**config.mk**
```make
export PLATFORM = sky130hd
export DESIGN_NAME = sdram_arbiter
export DESIGN_NICKNAME = d
export VERILOG_FILES = /design/src/rtl/sdram_arbiter.sv
export SDC_FILE = /design/constraint.sdc
export NUM_CORES = 1
export LEC_CHECK = 0
export ABC_AREA = 1
export BUFFER_PORTS_ARGS = -buffer_cell sky130_fd_sc_hd__buf_2
export CAP_MARGIN = 20
export CORE_MARGIN = 5
export CORE_UTILIZATION = 45
export DETAILED_ROUTE_END_ITERATION = 10
export PLACE_DENSITY = 0.84
export SYNTH_ARGS = -nofsm -noshare
export SYNTH_HDL_FRONTEND = slang
export SYNTH_SLANG_ARGS = --single-unit
export TNS_END_PERCENT = 5
```
**constraint.sdc**
```tcl
create_clock -name clk -period 1.6 [get_ports clk]
set_input_delay 0.08 -clock clk [delete_from_list [all_inputs] [get_ports clk]]
set_output_delay 0.08 -clock clk [all_outputs]
set_load 0.05 [all_outputs]
```
**src/rtl/sdram_arbiter.sv**
```systemverilog
//-----------------------------------------------------------------------------
// Module      : sdram_arbiter
// Description : Two-port round-robin arbiter and transaction sequencer in
//               front of the SDRAM controller. Port 0 issues CPU single-word
//               reads/writes, port 1 issues display burst reads. The granted
//               command is latched onto the controller inputs, a one-cycle
//               start strobe is issued, and the controller busy/ready
//               handshake is tracked. A watchdog flags a silent controller.
// Ports       : clk, rst (sync, active-low)
//               i_p0_*  : CPU request/command; o_p0_ack/done/rdata
//               i_p1_*  : burst request/address; o_p1_ack/done/busy/rdata
//               o_mc_*  : controller command outputs
//               i_mc_*  : controller read data and status
//               o_err   : sticky watchdog error
// Revision    : 1.0 - initial release
//-----------------------------------------------------------------------------
`default_nettype none

module sdram_arbiter #(
   parameter int BUSY_TIMEOUT = 4,
   parameter int DONE_TIMEOUT = 64
) (
   input  logic        clk,
   input  logic        rst,
   input  logic        i_p0_req,
   input  logic        i_p0_we,
   input  logic [24:0] i_p0_addr,
   input  logic [15:0] i_p0_wdata,
   output logic        o_p0_ack,
   output logic        o_p0_done,
   output logic [15:0] o_p0_rdata,
   input  logic        i_p1_req,
   input  logic [24:0] i_p1_addr,
   output logic        o_p1_ack,
   output logic        o_p1_done,
   output logic        o_p1_busy,
   output logic [15:0] o_p1_rdata,
   output logic        o_mc_start,
   output logic        o_mc_write_en,
   output logic        o_mc_burst_en,
   output logic [24:0] o_mc_addr,
   output logic [15:0] o_mc_data_in,
   input  logic [15:0] i_mc_data_out,
   input  logic        i_mc_data_ready,
   input  logic        i_mc_mem_ready,
   output logic        o_err
);

   typedef enum logic [2:0] {
      ST_INIT      = 3'd0,
      ST_IDLE      = 3'd1,
      ST_WAIT_BUSY = 3'd2,
      ST_WAIT_DONE = 3'd3,
      ST_FINISH    = 3'd4
   } state_t;

   localparam int CNT_MAX = (BUSY_TIMEOUT > DONE_TIMEOUT) ? BUSY_TIMEOUT : DONE_TIMEOUT;
   localparam int CNT_W   = $clog2(CNT_MAX + 1);
   // The counter reads N-1 on the edge that completes the N-th waiting cycle.
   localparam logic [CNT_W-1:0] c_busy_lim = CNT_W'(BUSY_TIMEOUT - 1);
   localparam logic [CNT_W-1:0] c_done_lim = CNT_W'(DONE_TIMEOUT - 1);

   state_t           r_state, w_state_nxt;
   logic [CNT_W-1:0] r_cnt, w_cnt_nxt;
   logic             r_last_grant, w_last_nxt;
   logic             r_owner, w_owner_nxt;
   logic             r_p0_ack, w_p0_ack_nxt;
   logic             r_p1_ack, w_p1_ack_nxt;
   logic             r_p0_done, w_p0_done_nxt;
   logic             r_p1_done, w_p1_done_nxt;
   logic             r_p1_busy, w_p1_busy_nxt;
   logic             r_mc_start, w_start_nxt;
   logic             r_mc_we, w_we_nxt;
   logic             r_mc_burst, w_burst_nxt;
   logic [24:0]      r_mc_addr, w_addr_nxt;
   logic [15:0]      r_mc_din, w_din_nxt;
   logic [15:0]      r_p0_rdata, w_rdata_nxt;
   logic             r_err, w_err_nxt;
   logic             w_gnt;
   logic             w_finish;

   always_ff @(posedge clk) begin
      if (!rst) begin
         r_state      <= ST_INIT;
         r_cnt        <= '0;
         r_last_grant <= 1'b1;
         r_owner      <= 1'b0;
         r_p0_ack     <= 1'b0;
         r_p1_ack     <= 1'b0;
         r_p0_done    <= 1'b0;
         r_p1_done    <= 1'b0;
         r_p1_busy    <= 1'b0;
         r_mc_start   <= 1'b0;
         r_mc_we      <= 1'b0;
         r_mc_burst   <= 1'b0;
         r_mc_addr    <= '0;
         r_mc_din     <= '0;
         r_p0_rdata   <= '0;
         r_err        <= 1'b0;
      end else begin
         r_state      <= w_state_nxt;
         r_cnt        <= w_cnt_nxt;
         r_last_grant <= w_last_nxt;
         r_owner      <= w_owner_nxt;
         r_p0_ack     <= w_p0_ack_nxt;
         r_p1_ack     <= w_p1_ack_nxt;
         r_p0_done    <= w_p0_done_nxt;
         r_p1_done    <= w_p1_done_nxt;
         r_p1_busy    <= w_p1_busy_nxt;
         r_mc_start   <= w_start_nxt;
         r_mc_we      <= w_we_nxt;
         r_mc_burst   <= w_burst_nxt;
         r_mc_addr    <= w_addr_nxt;
         r_mc_din     <= w_din_nxt;
         r_p0_rdata   <= w_rdata_nxt;
         r_err        <= w_err_nxt;
      end
   end

   always_comb begin
      w_state_nxt   = r_state;
      w_cnt_nxt     = r_cnt;
      w_last_nxt    = r_last_grant;
      w_owner_nxt   = r_owner;
      w_p0_ack_nxt  = 1'b0;
      w_p1_ack_nxt  = 1'b0;
      w_p0_done_nxt = 1'b0;
      w_p1_done_nxt = 1'b0;
      w_p1_busy_nxt = r_p1_busy;
      w_start_nxt   = 1'b0;
      w_we_nxt      = r_mc_we;
      w_burst_nxt   = r_mc_burst;
      w_addr_nxt    = r_mc_addr;
      w_din_nxt     = r_mc_din;
      w_rdata_nxt   = r_p0_rdata;
      w_err_nxt     = r_err;
      w_gnt         = 1'b0;
      w_finish      = 1'b0;

      case (r_state)
         ST_INIT: begin
            if (i_mc_mem_ready) w_state_nxt = ST_IDLE;
         end
         ST_IDLE: begin
            if (i_p0_req || i_p1_req) begin
               // On a tie the port that was not served last wins.
               w_gnt       = (i_p0_req && i_p1_req) ? ~r_last_grant : i_p1_req;
               w_owner_nxt = w_gnt;
               w_start_nxt = 1'b1;
               w_cnt_nxt   = '0;
               w_state_nxt = ST_WAIT_BUSY;
               if (!w_gnt) begin
                  w_p0_ack_nxt = 1'b1;
                  w_we_nxt     = i_p0_we;
                  w_burst_nxt  = 1'b0;
                  w_addr_nxt   = i_p0_addr;
                  w_din_nxt    = i_p0_wdata;
               end else begin
                  w_p1_ack_nxt  = 1'b1;
                  w_p1_busy_nxt = 1'b1;
                  w_we_nxt      = 1'b0;
                  w_burst_nxt   = 1'b1;
                  w_addr_nxt    = i_p1_addr;
                  w_din_nxt     = '0;
               end
            end
         end
         ST_WAIT_BUSY: begin
            if (!i_mc_data_ready) begin
               w_cnt_nxt   = '0;
               w_state_nxt = ST_WAIT_DONE;
            end else if (r_cnt == c_busy_lim) begin
               w_err_nxt = 1'b1;
               w_finish  = 1'b1;
            end else begin
               w_cnt_nxt = r_cnt + 1'b1;
            end
         end
         ST_WAIT_DONE: begin
            if (i_mc_data_ready) begin
               w_finish = 1'b1;
               // mc write enable still holds the owner's command here.
               if (!r_owner && !r_mc_we) w_rdata_nxt = i_mc_data_out;
            end else if (r_cnt == c_done_lim) begin
               w_err_nxt = 1'b1;
               w_finish  = 1'b1;
            end else begin
               w_cnt_nxt = r_cnt + 1'b1;
            end
         end
         ST_FINISH: begin
            w_state_nxt = ST_IDLE;
         end
         default: begin
            w_state_nxt = ST_INIT;
         end
      endcase

      // Completion is registered on the edge that enters FINISH so the done
      // pulse occupies the FINISH cycle itself.
      if (w_finish) begin
         w_state_nxt   = ST_FINISH;
         w_p0_done_nxt = ~r_owner;
         w_p1_done_nxt = r_owner;
         w_p1_busy_nxt = 1'b0;
         w_last_nxt    = r_owner;
      end
   end

   assign o_p0_ack      = r_p0_ack;
   assign o_p0_done     = r_p0_done;
   assign o_p0_rdata    = r_p0_rdata;
   assign o_p1_ack      = r_p1_ack;
   assign o_p1_done     = r_p1_done;
   assign o_p1_busy     = r_p1_busy;
   assign o_p1_rdata    = i_mc_data_out;
   assign o_mc_start    = r_mc_start;
   assign o_mc_write_en = r_mc_we;
   assign o_mc_burst_en = r_mc_burst;
   assign o_mc_addr     = r_mc_addr;
   assign o_mc_data_in  = r_mc_din;
   assign o_err         = r_err;

endmodule

`default_nettype wire

```
==> summary.txt <==
Drt
  – Total met3 wirelength after detailed routing: approximately 1100 um
  – Drt initial violations: 178
  – Routed length per placed instance: 15.1 um
  – Total DRC errors in the routed layout: 0
  – Met2 routed WL: 5710 um
  – Highest routed metal layer: met4
  – Number of optimization iterations in the first detailed-route pass: 6
  – Total number of vias: approximately 3.9k
  – Antenna-violating nets left: 0
  – Via/cell ratio: just over 5
  – Total length of routed wires: 11300 um
  – M1 WL: 4010 um

Global route
  – Largest net degree at the start of global routing: 63
  – Aggregate global-route resource usage: between 20% and 30%
  – Number of global-route vias before repair: 3770
  – Global-route wire length before repair: between 15000 and 20000 um
  – Number of antenna violations at the first check in global routing: 0
  – Residual overflow from global routing: 0

Finish
  – Final core utilization: between 60 and 70%
  – Layout Area Growth over Synthesis: 50.3%
  – Share of cells above drive strength 1: 34.6%
  – Area of all placed cells without fillers: a little under 5000 um2
  – Ant. Diodes: 0
  – Total Nets Final: 736

Setup path
  – Crit path required time: 1860 ps
  – Type of element launching the critical path: register
  – Crit path max fanout: 21
  – Worst R2R Setup Slack: approximately 88 ps
  – Startpoint-to-endpoint class of the critical path: register to register
  – Worst path buffer plus inverter count: 3
  – Category of the worst setup path capture point: register
  – List of cells traversed by the critical path: inv_1, nand2_2, nor2_4, inv_4, buf_4, a21oi_1, a21oi_1
  – Top delay family on crit path: buffers and inverters
  – Crit path top cell by count: sky130_fd_sc_hd__a21oi_1
  – Largest incremental delay on the critical path: around 380 ps
  – Logic depth of the worst register-to-register path: 7
  – Arrival time of the worst setup path: between 1500 and 2000 ps
  – Cell with the largest stage delay on the worst path: sky130_fd_sc_hd__dfxtp_1
  – Worst r2r src: r_state[1]
  – Critical R2R Capture: o_mc_addr[2]

STA
  – Headroom to the max-slew limit: between 70% and 80%
  – Worst-case clock skew: approximately 11 ps
  – Fin. Hold Viols: 0
  – Final worst path period need: 1510 ps
  – Setup total negative slack: 0 ps
  – RSZ-0062 raised after global routing: yes
  – Final cycle utilization of the critical path: 94.5%
  – Slew at the pin closest to its max-slew limit: 440 ps
  – Count of final setup violators: 0
  – Pins over their slew limit: 0
  – Maximum frequency from static timing analysis: 0.662 GHz
  – Final hold slack: 2.86 ps

Synthesis
  – Cell variety after synth: 26
  – Number of cells produced by synthesis: between 400 and 500
  – Mean instance size in the synthesized netlist: around 7.4 um2
  – Leading register cell type out of synthesis: sky130_fd_sc_hd__dfxtp_1
  – Area of the mapped netlist: 3250 um2
  – Synthesis warning total: 0
  – Seq/Total Area, Yosys: 47.4%
  – Synthesized flop and latch total: 77
  – Count of flip-flops with a built-in enable after synthesis: 0
  – FFs w/ async S/R, synth: 0%
  – Net count after synthesis: 528

CTS
  – Insertion delay to the later sink of the worst-skew pair: 340 ps
  – Clk sink count: just under 80
  – Clock tree from TritonCTS: built
  – Count of H-tree levels built during CTS: 3
  – Number of buffers on the longest clock path: 2
  – Number of buffers created by CTS: 9
  – CTS Root Cell: sky130_fd_sc_hd__clkbuf_8
  – Clock transition at the register clock pins on the worst setup and hold paths after CTS: 80 ps

Power
  – Clock network fraction of total power: 24.2%
  – Sw frac: 42.3%
  – Final Total Pwr: 6560 uW
  – Static leakage power: 0.00249 uW
  – P_int: 3790 uW
  – Sequential Power Share: 36.3%
  – Worst voltage drop across the vdd grid: 0.945 mV
  – Switching Power: around 2800 uW
  – Total power per unit cell area: roughly 1300 nW/um2
  – Gate power share: 39.5%

Floorplanning
  – Number of placed I/O pins: 171
  – Count of standard-cell rows: 31
  – Total die area: around 9000 um2
  – Starting density of the core: around 46%
  – Total core area: 7140 um2
  – Height of the die: 95.0 um
  – Die extent in x: 95.0 um

Job
  – Count of maximum capacitance violations: 0

Outcome
  – Outcome: finished clean

Placed design
  – Routability cong.: approximately 0.8
  – Instance area after placement: about 4000 um2
  – PortBufs: 170
  – Half-perimeter wire length of the detailed placement result: 6940 um

Worst hold path
  – Worst hold path stage count: 3
  – Type of the worst min-delay path: input pin to register
  – Source of the worst hold timing path: i_mc_data_out[15]
  – Destination of the worst hold path: o_p0_rdata[15]
-- state kept, by name (all words and copies together), names as in the netlist, 3 cells and up --
name          cells
o_mc_data_in     16
r_state           3
o_p0_rdata       16
r_cnt             7
o_mc_addr        25
-- synth_stat cells (2+ instances only) --
cell                       instances  area, um2
sky130_fd_sc_hd__nand3_2           2       20.0
sky130_fd_sc_hd__nand3_1          25        125
sky130_fd_sc_hd__nor3_1            2       10.0
sky130_fd_sc_hd__buf_2             5       25.0
sky130_fd_sc_hd__inv_2             3       11.3
sky130_fd_sc_hd__inv_1            23       86.3
sky130_fd_sc_hd__clkbuf_1         13       48.8
sky130_fd_sc_hd__nor2_1           54        203
sky130_fd_sc_hd__o21ai_0          48        240
sky130_fd_sc_hd__nor2_4            2       22.5
sky130_fd_sc_hd__nand2_1          88        330
sky130_fd_sc_hd__buf_4            17        128
sky130_fd_sc_hd__dfxtp_1          77       1540
sky130_fd_sc_hd__nand2_2          11       68.8
sky130_fd_sc_hd__a21oi_1          57        285
-- logic make-up after synthesis --
family | synth area share [%]
buffers and inverters | 10.5
AOI/OAI and AO/OA | 16.4
adders and majority gates | 0.385
and+or+nand+nor | 25.3
DFF | 47.4
-- layout by cell type (no fill, tap or decap), types with 2 or more instances in the layout --
master                          Yosys  routed
sky130_fd_sc_hd__dlygate4sd3_1      0      55
sky130_fd_sc_hd__dfxtp_1           77      75
sky130_fd_sc_hd__a21oi_1           57      57
sky130_fd_sc_hd__o21ai_0           48      47
sky130_fd_sc_hd__inv_6              1       2
sky130_fd_sc_hd__nand3_2            2       2
sky130_fd_sc_hd__nand3_1           25      25
sky130_fd_sc_hd__clkbuf_8           0       9
sky130_fd_sc_hd__nor2_4             2       2
sky130_fd_sc_hd__buf_2              5     170
sky130_fd_sc_hd__bufinv_16          0       2
sky130_fd_sc_hd__inv_1             23      23
sky130_fd_sc_hd__nor3_1             2       2
sky130_fd_sc_hd__nand2_4            1       2
sky130_fd_sc_hd__dfxtp_2            0       2
sky130_fd_sc_hd__nor2_1            54      52
sky130_fd_sc_hd__nor2_2             1       3
sky130_fd_sc_hd__clkinv_2           0       2
sky130_fd_sc_hd__buf_4             17       7
sky130_fd_sc_hd__inv_4              1       2
sky130_fd_sc_hd__nand2_2           11      13
sky130_fd_sc_hd__inv_2              3       2
sky130_fd_sc_hd__nand2_1           88      85
-- stage by stage --
stage	cells	setup slack, ps
6_report	749	88.4
5_1_grt	749	-26.7
4_1_cts	747	1.99
3_5_place_dp	677	88.2
3_3_place_gp	677	183
2_1_floorplan	438	226
-- metal layers --
metal,track usage (%),vias to the layer above
met1,26.3,1769
met5,0,-
met3,8.37,46
met4,15.6,0
li1,-,1813
met2,42.6,229
-- worst register-to-register path, stage by stage, from the launching register on --
cell and delay [ps]:
sky130_fd_sc_hd__dfxtp_1 380, sky130_fd_sc_hd__inv_1 90, sky130_fd_sc_hd__nand2_2 100, sky130_fd_sc_hd__nor2_4 50, sky130_fd_sc_hd__inv_4 230, sky130_fd_sc_hd__buf_4 300
sky130_fd_sc_hd__a21oi_1 100, sky130_fd_sc_hd__a21oi_1 200
-- area by class of cell --
| cell class | count | area, um2 |
|---|---|---|
| inverters | 29 | 119 |
| repair buffers | 233 | 1470 |
| clock buffers | 9 | 124 |
| well taps | 99 | 124 |
| multi-input cells | 296 | 1420 |
| clock inverters | 6 | 87.6 |
| flip-flops and latches | 77 | 1540 |
| fillers | 561 | 2250 |
-- power groups by stage --
stage | Clock (uW) | Combinational, uW | Sequential [uW]
floorplan | 0 | 903 | 3270
global placement | 0 | 2330 | 2390
detailed placement | 0 | 2370 | 2400
CTS | 1620 | 2480 | 2360
global route | 1710 | 2770 | 2410
finish | 1590 | 2590 | 2380
-- repair_timing --
item	CTS	global route
setup endpoints to repair	0	28
hold buffers	55	0
setup buffers	0	1
gates resized for setup	0	14
endpoints found under the hold margin	48	0
-- worst max-delay path by stage --
stage / cells after the start / slack [ps] / endpoint / startpoint
after floorplan: 6 / 230 / o_p0_rdata[10] / o_mc_burst_en
after global placement: 11 / 180 / r_cnt[4] / r_cnt[1]
after detailed placement: 11 / 90 / r_cnt[2] / r_cnt[1]
after CTS: 11 / 2 / r_cnt[2] / r_cnt[1]
after global routing: 9 / -30 / r_cnt[3] / r_state[2]
final: 7 / 90 / o_mc_addr[2] / r_state[1]
(Power assumes the default switching activity.)
